File: src/rtl/seg7_scan_ctrl.sv
// Multiplexed 7-segment scan controller with double-buffered digit store.
// Optional leading-zero blanking is enabled by defining SEG7_LZ_BLANK_EN.
//
// state  | meaning
// GUARD  | anti-ghosting gap at slot start, all digit enables off
// SHOW   | current slot's digit enabled (unless blanked/suppressed)
module seg7_scan_ctrl #(
    parameter int NDIGITS = 4,
    parameter int DWELL   = 50000,
    parameter int GUARD   = 2
) (
    input  logic                       clk,
    input  logic                       reset,
    input  logic                       wr_valid,
    output logic                       wr_ready,
    input  logic [$clog2(NDIGITS)-1:0] wr_idx,
    input  logic [3:0]                 wr_num,
    input  logic                       wr_dp,
    input  logic                       commit,
    input  logic                       blank,
    output logic [3:0]                 num,
    output logic                       dp_n,
    output logic [NDIGITS-1:0]         digit_sel
);

    localparam int IW = $clog2(NDIGITS);
    localparam int CW = $clog2(DWELL);
    localparam logic [IW:0]        NDIG_W = (IW+1)'(NDIGITS);
    localparam logic [NDIGITS-1:0] ONE_HOT0 = NDIGITS'(1);

    typedef enum logic {ST_GUARD, ST_SHOW} state_t;

    state_t              state, state_nxt;
    logic [CW-1:0]       cnt, cnt_nxt;
    logic [IW-1:0]       idx, idx_nxt;
    logic                pending, pending_nxt;
    logic                slot_end, frame_end, wr_fire, lz_sup;
    logic [NDIGITS-1:0]  sel_nxt;

    logic [3:0]          sh_num  [NDIGITS];
    logic [3:0]          act_num [NDIGITS];
    logic [NDIGITS-1:0]  sh_dp, act_dp;

    assign wr_ready = ~pending;

    always_comb begin
        slot_end    = (cnt == CW'(DWELL-1));
        frame_end   = slot_end && (idx == IW'(NDIGITS-1));
        cnt_nxt     = slot_end ? '0 : cnt + CW'(1);
        idx_nxt     = idx;
        state_nxt   = state;
        pending_nxt = pending;
        sel_nxt     = '0;
        wr_fire     = wr_valid && wr_ready && ({1'b0, wr_idx} < NDIG_W);

        if (slot_end)
            idx_nxt = frame_end ? '0 : idx + IW'(1);

        case (state)
            ST_GUARD: if (cnt == CW'(GUARD-1)) state_nxt = ST_SHOW;
            ST_SHOW:  if (slot_end)            state_nxt = ST_GUARD;
            default:                           state_nxt = ST_GUARD;
        endcase

        // Copy wins over a new commit: a commit while pending is ignored.
        if (pending && frame_end)
            pending_nxt = 1'b0;
        else if (commit && !pending)
            pending_nxt = 1'b1;

        if (state == ST_SHOW && !blank && !lz_sup)
            sel_nxt = ONE_HOT0 << idx;
    end

    always_ff @(posedge clk or posedge reset) begin
        if (reset) begin
            state   <= ST_GUARD;
            cnt     <= '0;
            idx     <= '0;
            pending <= 1'b0;
        end else begin
            state   <= state_nxt;
            cnt     <= cnt_nxt;
            idx     <= idx_nxt;
            pending <= pending_nxt;
        end
    end

    always_ff @(posedge clk or posedge reset) begin
        if (reset) begin
            for (int i = 0; i < NDIGITS; i++) begin
                sh_num[i]  <= '0;
                act_num[i] <= '0;
            end
            sh_dp  <= '0;
            act_dp <= '0;
        end else begin
            if (wr_fire) begin
                sh_num[wr_idx] <= wr_num;
                sh_dp[wr_idx]  <= wr_dp;
            end
            // Whole-bank copy so a frame never mixes old and new digits.
            if (pending && frame_end) begin
                for (int i = 0; i < NDIGITS; i++)
                    act_num[i] <= sh_num[i];
                act_dp <= sh_dp;
            end
        end
    end

    always_ff @(posedge clk or posedge reset) begin
        if (reset) begin
            digit_sel <= '0;
            num       <= '0;
            dp_n      <= 1'b1;
        end else begin
            digit_sel <= sel_nxt;
            if (cnt == '0) begin
                num  <= act_num[idx];
                dp_n <= ~act_dp[idx];
            end
        end
    end

`ifdef SEG7_LZ_BLANK_EN
    logic [NDIGITS-1:0] zero_from;

    // zero_from[k]: slots k..NDIGITS-1 all hold 0 with no decimal point.
    always_comb begin
        zero_from = '0;
        zero_from[NDIGITS-1] = (act_num[NDIGITS-1] == 4'd0) && !act_dp[NDIGITS-1];
        for (int k = NDIGITS-2; k >= 0; k--)
            zero_from[k] = zero_from[k+1] && (act_num[k] == 4'd0) && !act_dp[k];
    end

    always_ff @(posedge clk or posedge reset) begin
        if (reset)
            lz_sup <= 1'b0;
        else if (cnt == '0)
            lz_sup <= (idx != '0) && zero_from[idx];
    end
`else
    assign lz_sup = 1'b0;
`endif

endmodule

File: config.mk
export PLATFORM = sky130hd
export DESIGN_NAME = seg7_scan_ctrl
export DESIGN_NICKNAME = d
export VERILOG_FILES = /design/src/rtl/seg7_scan_ctrl.sv
export SDC_FILE = /design/constraint.sdc
export NUM_CORES = 1
export LEC_CHECK = 0
export ABC_AREA = 1
export CORE_ASPECT_RATIO = 1.1
export CORE_UTILIZATION = 46
export DETAILED_ROUTE_END_ITERATION = 10
export SETUP_SLACK_MARGIN = 0.1
export SLEW_MARGIN = 10
export SYNTH_ARGS = -nofsm -noshare
export SYNTH_HDL_FRONTEND = slang
export SYNTH_SLANG_ARGS = --single-unit
File: constraint.sdc
create_clock -name clk -period 5.8 [get_ports clk]
set_input_delay 1.16 -clock clk [delete_from_list [all_inputs] [get_ports clk]]
set_output_delay 1.16 -clock clk [all_outputs]
set_load 0.02 [all_outputs]
==> summary.txt <==
Crit-path max cell delay - 0.59 ns
# nets final - 439
First-pass GRT wire length - 12.0 mm
Status - complete, no violations
Min Tclk post-route - 2.63 ns
Final Wtd Congestion - 0.784
Initial DRC Count - 122
Total negative setup slack - 0 ns
# setup viols final - 0
FFs w/ async S/R, synth - 100%
Synth top area share - 51.4%
DRC Markers - 0
Commonest cells post-synth - nand2_1, dfrtp_1, nor2_1
RSZ-0062 raised after global routing - false
Worst Path Arrival - 1.47 ns
Crit Path Class - reg2out
Worst path slowest cell - clkdlybuf4s50_1
Worst-Margin Slew - 0.875 ns
Met2 WL - 3.38 mm
Vias in the first global route - 2541
Top-count cell post-synth - nand2_1
Overall Power - 970 µW
Final Cell Area - 3790 µm²
Routed len/inst - 13.3 µm
Post-synth EDFFs - 0
Worst min-delay path class - reg2reg
Final hold violation count - 0
Clock skew - 0.00826 ns
Maximum fanout along the worst path - 2
Cell variety after synth - 28
Met3 WL post-DR - 145 µm
Share of cells above drive strength 1 - 10.1%
Cells after Synth - 397
Hpwl dp - 4.65 mm
H-tree depth - 3
Initial antenna violation count - 0
Adder-cell share of the synthesized area - 2.64%
Die footprint - 7550 µm²
Worst hold slack - 0.475 ns
Synth top area cells - dfrtp_1, nand2_1, nor2_1
Pwr/cell area - 256 nW/µm²
Seq/Total Area, Yosys - 52.2%
Lkg Pwr - 1.91 nW
CP Cell Sequence - clkdlybuf4s50_1
Maximum clock rate - 0.380 GHz
Initial Utilization - 47.3%
Pin count of the biggest net entering global routing - 70
Placed standard-cell area - 3570 µm²
Crit path required time - 4.64 ns
ANT cells - 0
CTS-repair resized insts - 0
Ys flop type - dfrtp_1
Cell taking the most area after synthesis - dfrtp_1
Post-Synth XOR/XNOR Area - 1.32%
Max layer used - met4
CORE AREA - 7010 µm²
Yosys warnings - 0
Crit path buf inv count - 1
Synth Area in Compound Gates - 5.51%
Main combinational cell family by area after synthesis - simple AND/OR/NAND/NOR gates
Syn_nets - 416
Synth Cell Area - 3310 µm²
Wire length on met1 - 3.10 mm
Die Ht - 91.0 µm
Buffers on Ports - 21
Post-synthesis mux area share - 0%
Crit. End Element - output pin
Count of standard-cell rows - 32
Worst-Skew Late Latency - 0.35 ns
Root Driver - clkbuf_8
Deepest clock path buffer count - 2
CTS buffer count - 9
Overall routing resource usage - 20.2%
Slew headroom - 41.6%
# clock sinks - 69
Reg clk slew, reported paths - 0.08 ns
Post-CTS Setup Bufs - 0
Gr ovfl total - 0
Via Count - 2577
Drt pass-1 iters - 4
Top-level I/O count - 22
Count of pins over their slew limit - 0
Worst Setup Start Kind - register
WL final - 6.77 mm
Post-Synth Simple-Gate Area - 31.8%
Die width - 82.9 µm
CTS Hold Bufs - 0
Post-synthesis average cell area - 8.35 µm²
Max-cap violations - 0
TritonCTS clock tree - done
Vias/cell - 5.05
Area Overhead vs Synth - 14.4%
Crit path max-delay family - buffers and inverters
Routed Antenna Nets - 0
Period utilisation layout - 45.4%
Synthesis-stage register bit count - 69
Max VDD drop - 196 µV
## final timing paths
path	cells past startpoint	start	slack (ns)	to
setup / recovery	1	dp_n$_DFFE_PP1N_	3.17	dp_n
hold / removal	2	act_num[0]$_DFFE_PP0P_	0.47	act_num[0]$_DFFE_PP0P_
setup reg to reg	6	idx[0]$_DFFE_PP0N_	3.72	act_dp[1]$_DFFE_PP0P_
hold reg to reg	2	act_num[0]$_DFFE_PP0P_	0.47	act_num[0]$_DFFE_PP0P_
max in group asynchronous	3	reset	3.84	sh_num[7]$_DFFE_PP0P_
min in group asynchronous	3	reset	1.38	sh_num[9]$_DFFE_PP0P_
## cells by family (layout without fill, tap and decap cells)
family / Yosys count / count (layout)
AO/OA/AOI/OAI: 36 / 36
flip-flops: 69 / 69
buffers and inverters: 50 / 78
adder cells (fa/ha/maj): 7 / 7
XOR/XNOR: 5 / 5
AND/OR/NAND/NOR: 230 / 230
## cells in the final DEF (no fill, tap or decap), types with 4 or more instances in the layout
master	synthesis	routed
nor2_2	4	4
clkbuf_8	0	9
xor2_1	5	5
inv_2	3	4
nor2_1	53	53
nand3_1	16	16
o21ai_0	31	31
dfrtp_1	68	68
nand2_2	6	6
ha_1	7	7
nand3_2	5	5
clkdlybuf4s50_1	0	21
nand2_1	115	115
nand4_1	23	23
inv_1	37	36
## stage by stage
stage	util [%]	instances	worst slack, ns
floorplan	-	397	2.90
global placement	50.9	494	3.26
detailed placement	50.9	494	3.22
CTS	54.1	510	3.14
global route	54.1	510	3.13
finish	54.1	510	3.17
## layer usage
layer,up-vias,track usage (%)
met4,0,9.20
li1,1318,-
met2,31,34.8
met3,14,3.64
met5,-,0
met1,1214,24.8
## cell type report
class / instances / area [µm²]
well taps: 85 / 106
inverters: 40 / 150
flip-flops and latches: 69 / 1730
fillers: 676 / 3220
clock inverters: 7 / 97.6
repair buffers: 22 / 218
multi-input cells: 278 / 1370
clock buffers: 9 / 124
## sequential cells by signal, summed over array words and instances (netlist names)
name       count
sh_num        16
state          1
act_num       16
idx            2
num            4
act_dp         4
cnt           16
sh_dp          4
dp_n           1
digit_sel      4
pending        1
## power by group
| part | internal [mW] | switching (mW) |
|---|---|---|
| Sequential | 0.492 | 0.00716 |
| Clock | 0.244 | 0.196 |
| Combinational | 0.0125 | 0.0186 |
| Total | 0.749 | 0.222 |
Power figures use the tool's default switching activity.
